==> src/rtl/mul_16b_seq.sv <==
// Sequential 16x16 shift-add multiplier built around one 32-bit ripple adder (fa_32b).
// Optional two's-complement operation is enabled by defining MUL_SIGNED_EN.

module fa_32b (
    input  logic [31:0] a,
    input  logic [31:0] b,
    input  logic        cin,
    output logic [31:0] sum,
    output logic        cout
);
    assign {cout, sum} = {1'b0, a} + {1'b0, b} + {32'd0, cin};
endmodule

module mul_16b_seq (
    input  logic        clk,
    input  logic        rst,
    input  logic [15:0] a,
    input  logic [15:0] b,
    input  logic        in_valid,
    output logic        in_ready,
    output logic [31:0] product,
    output logic        out_valid,
    input  logic        out_ready,
    output logic [1:0]  dbg_state_o
);
    // Handshakes: a transfer happens on a rising edge where valid && ready are
    // both high; valid holds its payload stable until that edge, and ready/valid
    // are decoded from registered state only.

    typedef enum logic [1:0] {
        IDLE = 2'd0,
        BUSY = 2'd1,
`ifdef MUL_SIGNED_EN
        NEG  = 2'd2,
`endif
        DONE = 2'd3
    } state_e;

    state_e      state_q, state_d;
    logic [31:0] mcand_q, mcand_d;
    logic [15:0] mplier_q, mplier_d;
    logic [31:0] acc_q, acc_d;
    logic [3:0]  cnt_q, cnt_d;
    logic [31:0] product_q, product_d;

    logic [31:0] fa_a, fa_b, fa_sum;
    logic        fa_cin;
    logic        unused_cout;

    logic [15:0] a_load, b_load;

`ifdef MUL_SIGNED_EN
    logic sign_q, sign_d;
    // -32768 negates to 0x8000, which is the correct magnitude read as unsigned.
    assign a_load = a[15] ? (~a + 16'd1) : a;
    assign b_load = b[15] ? (~b + 16'd1) : b;
`else
    assign a_load = a;
    assign b_load = b;
`endif

    fa_32b u_fa (
        .a    (fa_a),
        .b    (fa_b),
        .cin  (fa_cin),
        .sum  (fa_sum),
        .cout (unused_cout)
    );

    always_ff @(posedge clk or posedge rst) begin
        if (rst) begin
            state_q   <= IDLE;
            mcand_q   <= '0;
            mplier_q  <= '0;
            acc_q     <= '0;
            cnt_q     <= '0;
            product_q <= '0;
`ifdef MUL_SIGNED_EN
            sign_q    <= 1'b0;
`endif
        end else begin
            state_q   <= state_d;
            mcand_q   <= mcand_d;
            mplier_q  <= mplier_d;
            acc_q     <= acc_d;
            cnt_q     <= cnt_d;
            product_q <= product_d;
`ifdef MUL_SIGNED_EN
            sign_q    <= sign_d;
`endif
        end
    end

    always_comb begin
        state_d   = state_q;
        mcand_d   = mcand_q;
        mplier_d  = mplier_q;
        acc_d     = acc_q;
        cnt_d     = cnt_q;
        product_d = product_q;
`ifdef MUL_SIGNED_EN
        sign_d    = sign_q;
`endif
        fa_a      = acc_q;
        fa_b      = '0;
        fa_cin    = 1'b0;

        case (state_q)
            IDLE: begin
                if (in_valid) begin
                    mcand_d  = {16'd0, a_load};
                    mplier_d = b_load;
                    acc_d    = '0;
                    cnt_d    = '0;
`ifdef MUL_SIGNED_EN
                    sign_d   = a[15] ^ b[15];
`endif
                    state_d  = BUSY;
                end
            end
            BUSY: begin
                fa_b     = mplier_q[0] ? mcand_q : '0;
                acc_d    = fa_sum;
                mcand_d  = mcand_q << 1;
                mplier_d = mplier_q >> 1;
                cnt_d    = cnt_q + 4'd1;
                if (cnt_q == 4'd15) begin
`ifdef MUL_SIGNED_EN
                    state_d   = NEG;
`else
                    product_d = fa_sum;
                    state_d   = DONE;
`endif
                end
            end
`ifdef MUL_SIGNED_EN
            NEG: begin
                // Two's-complement negate as ~acc + 1 through the same adder.
                fa_a      = sign_q ? ~acc_q : acc_q;
                fa_cin    = sign_q;
                acc_d     = fa_sum;
                product_d = fa_sum;
                state_d   = DONE;
            end
`endif
            DONE: begin
                if (out_ready) state_d = IDLE;
            end
            default: state_d = IDLE;
        endcase
    end

    assign in_ready    = (state_q == IDLE);
    assign out_valid   = (state_q == DONE);
    assign product     = product_q;
    assign dbg_state_o = state_q;

endmodule

==> config.mk <==
export PLATFORM = sky130hd
export DESIGN_NAME = mul_16b_seq
export DESIGN_NICKNAME = d
export VERILOG_FILES = /design/src/rtl/mul_16b_seq.sv
export SDC_FILE = /design/constraint.sdc
export NUM_CORES = 1
export LEC_CHECK = 0
export CORE_UTILIZATION = 60
export CTS_CLUSTER_SIZE = 28
export DETAILED_ROUTE_END_ITERATION = 8
export DONT_BUFFER_PORTS = 1
export GPL_TIMING_DRIVEN = 0
export PLACE_DENSITY = 0.76
export SYNTH_ARGS = -nofsm -noshare
export SYNTH_HDL_FRONTEND = slang
export SYNTH_SLANG_ARGS = --single-unit
==> constraint.sdc <==
create_clock -name clk -period 8.05 [get_ports clk]
set_input_delay 1.61 -clock clk [delete_from_list [all_inputs] [get_ports clk]]
set_output_delay 1.61 -clock clk [all_outputs]
set_load 0.02 [all_outputs]
### Yosys cells after proc, flatten, opt, wreduce, memory -nomap -nowiden

Cells that the tools add are included.

* bits in registers: 118
* input bits: 36
* output and inout port bits: 36

* reduce and logical (&&, ||, !) cells: 5
* multiplexer cells: 14
* eq/ne operators: 6
* $add $sub $neg: 2

Operators with widths (count)
* $mux W32: 4
* $pmux W32 S2: 2
* $add A32 B32 Y32: 1
* $pmux W16 S2: 1
* $mux W16: 1
* $pmux W4 S2: 1
* $mux W2: 3
* $pmux W2 S3: 1
* $add A4 B1 Y4 const B: 1
* $eq A4 B4 Y1 const B: 1
* $mux W4: 1
* $ne A2 B2 Y1 const B: 2
* $reduce_and A2 Y1: 2
* $reduce_and A3 Y1: 1
* $eq A2 B1 Y1 const B: 1
* $eq A2 B2 Y1 const B: 1
* $logic_not A2 Y1: 1
* $ne A2 B1 Y1 const B: 1
* $reduce_bool A2 Y1: 1

### Depth between registers and ports, before layout

Gate-level depths: netlist of run 1.

* word-level depth: 4
* gate-level depth with buffers: 15

### Hierarchy

Synthesis of run 1 repeated with hierarchy kept, for this count alone.

* cells, all modules: 625
* area, all modules: 6742.7 um^2

Modules (own cells, without submodules)
* mul_16b_seq: cells each 381, area each 4992.3 um^2, times used 1, seq. area each 2952.8 um^2
* fa_32b: cells each 244, area each 1750.4 um^2, times used 1, seq. area each 0.0 um^2

### Worst setup path before layout of run 1

No wires, ideal clock.

* path type: register to register
* from: register state_q[1] (netlist: dbg_state_o[1])
* to: register acc_q[27]
* cell stages (with the launch flop): 15
* arrival time: 3552 ps
* period minus slack after synthesis: 3674 ps
* required time: 7928 ps
* setup time: 122 ps
* path slack: 4376 ps
* buffers on the path: 4
* path through: dfrtp_1 -> clkbuf_1 -> nor2b_1 -> buf_2 -> buf_1 -> clkbuf_1 -> and3_1 -> ha_1 -> a21o_1 -> and4_4 -> o21a_4 -> o31ai_2 -> nor4_1 -> or3_1 -> a32o_1

* cells in the longest elaborated chain, start to end: 4
* elaborated cells between the ends (all ways): 8

Ends and longest elaborated chain
* start, declared: RTL line 39 `state_e state_q, state_d;`
* start signal, assigned: RTL line 82 `state_q <= state_d;`
* $eq A2 B1 Y1: RTL line 108 `case (state_q)`
* $mux W32: RTL line 108
* $add A32 B32 Y32: RTL line 11 `assign {cout, sum} = {1'b0, a} + {1'b0, b} + {32'd0, cin};`
* $pmux W32 S2: RTL line 108
* end signal, assigned: RTL line 75 `acc_q <= '0;`
* end signal, assigned: RTL line 85 `acc_q <= acc_d;`
* end, declared: RTL line 42 `logic [31:0] acc_q, acc_d;`

Parallel ways exist; a longest one is shown, timed or not.
A chain may end at the register's enable or synchronous reset.

### Worst setup path in the final report of run 1

* from: register state_q[1] (netlist: dbg_state_o[1])
* to: register product_q[24] (netlist: product[24])

* cells in the longest elaborated chain, start to end: 3
* elaborated cells between the ends (all ways): 4

Ends and longest elaborated chain
* $eq A2 B1 Y1 (*): RTL line 108
* $mux W32: RTL line 108
* $add A32 B32 Y32: RTL line 11
* end signal, assigned: RTL line 87 `product_q <= product_d;`
* end, declared: RTL line 44 `logic [31:0] product_q, product_d;`

Every way passes the cells marked *; elsewhere a longest branch is shown, timed or not.

==> out/metrics.yaml, run 1 <==
sta:
  period_share: 0.603
  setup_violations: 0
  rsz0062_at_grt: "false"
  final.setup.worst_slack_ns: 3.20
  relSlewSlack: 0.417
  worst_slew_pin_slew_ns: 0.875
  clock_skew_ns: 0.00692
  finalCriticalPeriod_ns: 4.85
  fin_tns_setup_ns: 0
  timing.fmax_ghz: 0.206
  hold_viol_final: 0
  report.final.slew_viol_count: 0
routing:
  drtIter0Drc: 443
  drc: 0
  detail_route.wl_per_cell_um: 19.8
  vias_per_cell: 6.37
  via_count: 5573
  dr.pass1.iters: 6
  ant_nets: 0
  drt-total-wl_mm: 17.3
power:
  p_per_area_mw_per_mm2: 471
  power_leakage_nw: 3.45
  worst_ir_drop_vdd_mv: 0.260
  fin_total_pwr_w: 0.00356
yosys:
  syn-num-nets: 772
  synth_top_area_frac: 0.437
  synth_edf_count: 0
  synthTopCellsByArea: "dfrtp_1, nand2_1, ha_1, a22o_1, mux2i_1"
  yosysTopAreaCell: "dfrtp_1"
  synth_seq_cells: 118
  yosys_warnings: 0
  yosys.cell_types.count: 60
  ys_async_sr_fraction: 1.00
  ys.flop_type: "dfrtp_1"
  postSynthAreaPerCell_sq_um: 9.61
  synth-seq-area-share: 0.437
  synthCells: 703
  syn_area_sq_mm: 0.00676
grt:
  antenna_found_initial: 0
  grt_pass1_wl_mm: 28.2
  overflow: 0
  grt_max_degree: 93
  grt_pass1_vias: 5781
  grt_use_total: 0.322
finish:
  nets: 792
  layout_common_cells: "dfrtp_1, nand2_1, o21ai_0"
  syn2layout_area_growth_pct: 12.1
  final_common_cell: "dfrtp_1"
  design_area_sq_mm: 0.00757
  drive_gt1_frac: 0.0884
  antenna_cells: 0
  stdcell_count: 875
clocking:
  cts.clk_slew.worst_paths_ns: 0.06
  cts-root-buf: "clkbuf_8"
  cts_max_path_buffers: 2
  cts_made_buffers: 17
  htreeDepth: 4
  cts_tree: "built"
  worstSkewPairLatency_ns: 0.53
  cts.sinks: 118
  ctsResizeCount: 0
  holdBufCountCts: 0
  cts_setup_buffers: 0
placement:
  io_buffers: 0
  place_ws_ns: 3.35
  dp_cells: 844
  place_congestion: 0.944
  placedInstanceArea_sq_mm: 0.00696
  dp_hpwl_mm: 12.3
setup_path:
  rrSetupSlack_ns: 3.20
  r2r_start: "dbg_state_o[1]$_DFFE_PP0P_"
  critPathLaunch: "dbg_state_o[1]$_DFFE_PP0P_"
  r2r-end: "product[24]$_DFFE_PP0P_"
  crit_end: "product[24]$_DFFE_PP0P_"
  arrival_ns: 5.27
  r2r_cells: 14
  crit_fanout: 10
  start_kind: "register"
  worstPathRequired_ns: 8.47
  cp-end-kind: "register"
  crit_type: "register to register"
run_status:
  status: "finished clean"
floorplan:
  initial_core_util: 0.621
  rows: 38
  fp.dieH_um: 108
  fp.dieArea_sq_mm: 0.0117
  ios: 72
  core_area_sq_mm: 0.0109
  die_w_um: 108
min_path:
  hp-class: "register to register"
flow_run:
  drv_cap: 0
[metal layers]
layer,track usage,wire [um],up-vias,part of all wire
met5,0,0,-,0
met2,0.518,8290,207,0.48
met1,0.390,7100,2705,0.41
met4,0.173,674,0,0.039
li1,-,-,2609,-
met3,0.0910,1270,52,0.073
[synthesized netlist by cell type (all sizes together), types with 4 or more instances]
master	n
o211ai	7
mux2	13
ha	32
nor2b	6
inv	10
or3	4
nand3	11
o311ai	7
o21bai	6
a22o	38
nor3	5
clkbuf	31
dfrtp	118
o21ai	62
mux2i	30
a21o	5
and3	38
nor2	24
nand2	113
a21oi	44
xnor2	18
xor2	8
a211o	4
buf	11
nand4	14
nor4	8
and2	4
[worst max-delay path: stages (launching register included)]
cell,delay [ns]
dfrtp_1,0.46
clkbuf_1,0.22
nor2b_1,0.26
buf_2,0.29
buf_1,0.61
clkbuf_1,0.51
and3_1,0.23
ha_1,0.26
a21oi_1,0.28
o211ai_2,0.15
o211ai_2,0.15
a41oi_4,0.24
a21oi_1,0.70
nor4_1,0.11
a211o_1,0.25
[per-stage QoR]
step | util | hold slack (ns)
after CTS | 0.696 | 0.487
after floorplan | - | 0.449
after global routing | 0.696 | 0.518
after global placement | 0.637 | 0.461
final | 0.696 | 0.483
after detailed placement | 0.640 | 0.474
[cell families (layout without fill, tap and decap cells)]
group	count (synthesis)	count (layout)	synth area share
XOR/XNOR	26	26	0.0337
multiplexers	43	43	0.0667
flip-flops	118	118	0.437
buffers and inverters	52	84	0.0298
AO/OA/AOI/OAI	197	197	0.206
adder cells (fa/ha/maj)	33	33	0.0622
AND/OR/NAND/NOR	234	234	0.165
[flip-flops by register name, indices dropped and copies added (netlist names)]
signal       cells
mcand_q         32
acc_q           32
product         32
dbg_state_o      2
mplier_q        16
cnt_q            4
[where the power goes]
part           internal [W]  switching (W)  total (W)  leakage [nW]
combinational      0.000663       0.000971    0.00163          1.69
clock              0.000509       0.000277   0.000786         0.286
sequential         0.000864       0.000281    0.00115          1.48
[worst min-delay path by stage]
stage	from	end	slack, ns	depth (start not counted)
after floorplan	mplier_q[10]$_DFFE_PP0P_	mplier_q[10]$_DFFE_PP0P_	0.45	2
after global placement	mplier_q[2]$_DFFE_PP0P_	mplier_q[2]$_DFFE_PP0P_	0.46	2
after detailed placement	mplier_q[6]$_DFFE_PP0P_	mplier_q[6]$_DFFE_PP0P_	0.47	2
after CTS	mplier_q[4]$_DFFE_PP0P_	mplier_q[4]$_DFFE_PP0P_	0.49	2
after global routing	mplier_q[2]$_DFFE_PP0P_	mplier_q[2]$_DFFE_PP0P_	0.52	2
final	mplier_q[2]$_DFFE_PP0P_	mplier_q[2]$_DFFE_PP0P_	0.48	2
[layout make-up]
cell class | instances | area [sq um]
Tap cell | 140 | 175
Inverter | 10 | 42.5
Buffer | 42 | 164
Fill cell | 835 | 3310
Sequential cell | 118 | 2950
Multi-Input combinational cell | 533 | 3600
Timing Repair Buffer | 1 | 27.5
Clock inverter | 12 | 178
Clock buffer | 19 | 432
Power figures use the tool's default switching activity.
==> inputs of run 2 (changes only) <==
- CORE_UTILIZATION: 60 -> 58
- clock period: 8.05 -> 4.2 ns (I/O delays scaled with it)
==> run 2 against run 1 <==
- first-iteration DRC count shrank 19%
- cell count is 0.69% higher
- critical endpoint is now acc_q[27]$_DFFE_PP0P_
- utilization is 2.6 points lower
- global-route usage fell by 2.1 points
- non-clock buffer count is 2 higher
- sequential power rose by 90%
- critical path depth unchanged
- clock-buffer cell count up 2
==> out/metrics.yaml, run 2 (synthesis gave the netlist of run 1 again) <==
run_status:
  status: "finished clean"
finish:
  drive_gt1_frac: 0.102  # +0.0132
  antenna_cells: 0  # unchanged
  syn2layout_area_growth_pct: 12.7
  fill_cells: 879  # +5.3%
  design_area_sq_mm: 0.00761  # +0.53%
  final_common_cell: "dfrtp_1"
  layout_common_cells: "dfrtp_1, nand2_1, o21ai_0"
  stdcell_count: 881  # +0.69%
  nets: 794  # +0.25%
floorplan:
  ios: 72  # unchanged
  die_w_um: 110  # +1.7%
  core_area_sq_mm: 0.0114  # +4.4%
  rows: 39  # +2.6%
  fp.dieH_um: 110  # +1.7%
  fp.dieArea_sq_mm: 0.0121  # +3.4%
  initial_core_util: 0.594  # -0.0263
clocking:
  cts_tree: "built"
  htreeDepth: 4  # unchanged
  cts.sinks: 118  # unchanged
  cts-root-buf: "clkbuf_16"
  cts_made_buffers: 17  # unchanged
  cts.clk_slew.worst_paths_ns: 0.06  # about the same
  cts_max_path_buffers: 2  # unchanged
  worstSkewPairLatency_ns: 0.42  # -0.11 ns
  holdBufCountCts: 0  # unchanged
routing:
  dr.pass1.iters: 4  # -2
  via_count: 5539  # -0.61%
  vias_per_cell: 6.29  # -1.3%
  detail_route.wl_per_cell_um: 19.5  # -1.5%
  drtIter0Drc: 357  # -19%
  drt-total-wl_mm: 17.2  # -0.81%
  drc: 0  # unchanged
  ant_nets: 0  # unchanged
grt:
  grt_max_degree: 93  # unchanged
  grt_pass1_vias: 5353  # -7.4%
  grt_pass1_wl_mm: 26.9  # -4.6%
  overflow: 0  # unchanged
  antenna_found_initial: 0  # unchanged
  grt_use_total: 0.300  # -0.0213
setup_path:
  crit_type: "register to register"
  start_kind: "register"
  worstPathRequired_ns: 4.51  # -3.96 ns
  crit_fanout: 10  # unchanged
  critical-path-slowest-cell: "dfrtp_1"
  cpPeakStageDelay_ns: 0.46  # -0.24 ns
  r2r-end: "acc_q[27]$_DFFE_PP0P_"
  arrival_ns: 4.39  # -0.88 ns
  r2r_start: "dbg_state_o[1]$_DFFE_PP0P_"
  rrSetupSlack_ns: 0.11  # -3.09 ns
  crit_chain: "clkbuf_2 > nor2b_2 > buf_2 > clkbuf_4 > clkbuf_2 > and3_1 > ha_1 > a21o_1 > and4_4 > o21a_4 > o31ai_2 > nor4_1 > or3_1 > a32o_1"
  r2r_cells: 14  # unchanged
  cp-end-kind: "register"
  crit_path_frequent_cell: "clkbuf_2"
sta:
  hold_viol_final: 0  # unchanged
  report.final.slew_viol_count: 0  # unchanged
  finalCriticalPeriod_ns: 4.09  # -0.763 ns
  clock_skew_ns: 0.00615  # -0.000768 ns
  period_share: 0.974  # +0.371
  setup_violations: 0  # unchanged
  relSlewSlack: 0.478  # +0.0609
  worst_slew_pin_slew_ns: 0.784  # -0.0913 ns
  timing.fmax_ghz: 0.245  # +19%
power:
  worst_ir_drop_vdd_mv: 0.673  # +160%
  power_leakage_nw: 3.47  # +0.61%
  p_per_area_mw_per_mm2: 896  # +90%
placement:
  dp_hpwl_mm: 12.3  # -0.25%
  io_buffers: 0  # unchanged
  place_congestion: 0.920  # -2.5%
  dp_cells: 847  # +0.36%
  placedInstanceArea_sq_mm: 0.00697  # about the same
min_path:
  hp-class: "input pin to asynchronous set/reset pin"
flow_run:
  drv_cap: 0  # unchanged
## run 2: cell types whose count changed in the layout (fill, tap and decap cells not counted), sizes merged
cell	delta
bufinv	-1
clkinvlp	-2
clkbuf	+3
buf	+1
clkinv	+2
## run 2: worst max-delay path by stage
stage,from,end,cells after the start
final,dbg_state_o[1]$_DFFE_PP0P_,acc_q[27]$_DFFE_PP0P_,14
after global routing,dbg_state_o[1]$_DFFE_PP0P_,acc_q[27]$_DFFE_PP0P_,14
after CTS,dbg_state_o[1]$_DFFE_PP0P_,acc_q[27]$_DFFE_PP0P_,14
after detailed placement,dbg_state_o[1]$_DFFE_PP0P_,acc_q[24]$_DFFE_PP0P_,14
after global placement,rst,acc_q[7]$_DFFE_PP0P_,1
after floorplan,rst,acc_q[0]$_DFFE_PP0P_,1
## run 2: layout make-up
class	instances	area [sq um]	share of cell area
flip-flops and latches	118	2950	0.388
well taps	143	179	0.0235
plain buffers	42	171	0.0225
clock inverters	11	150	0.0197
repair buffers	3	42.5	0.00559
multi-input cells	533	3620	0.476
inverters	10	42.5	0.00559
clock buffers	21	450	0.0592
## run 2: layer usage
layer / vias to the layer above / wire [um] / share of wire / track usage
met5: - / 0 / 0 / 0
met4: 0 / 326 / 0.019 / 0.121
met3: 22 / 1060 / 0.061 / 0.0800
met2: 180 / 8300 / 0.48 / 0.490
met1: 2718 / 7510 / 0.44 / 0.378
li1: 2619 / - / - / -
## run 2: critical path: cells and delay by family (launching register included)
family	cells	cell delay, ns
compound gates	4	1.06
fa+ha+maj	1	0.25
flops	1	0.46
buf+inv	4	1.05
simple gates	5	1.15
## run 2: timing repair
action	4_1_cts	5_1_grt
buffers inserted	0	2
gates resized for setup	3	10
endpoints found under the setup margin	36	31
pin swaps	0	1
## run 2: stage by stage
| step | utilization | total power (W) | hold slack [ns] | TNS, ns | worst slack (ns) |
|---|---|---|---|---|---|
| after CTS | 0.666 | 0.00677 | 0.228 | 0 | 0.0204 |
| after global placement | 0.610 | 0.00511 | 0.461 | -112.48 | -0.904 |
| after global routing | 0.670 | 0.00725 | 0.240 | -0.00805 | -0.00805 |
| final | 0.670 | 0.00682 | 0.223 | 0 | 0.111 |
| after floorplan | - | 0.00452 | 0.449 | 0 | 0.231 |
| after detailed placement | 0.613 | 0.00526 | 0.470 | -8.50 | -0.503 |
## run 2: power by group
part	leakage [nW]	switching [W]	total, W	internal [W]
Sequential	1.48	0.000532	0.00219	0.00166
Clock	0.288	0.000537	0.00149	0.000949
Combinational	1.71	0.00186	0.00315	0.00128
Total	3.47	0.00293	0.00682	0.00389
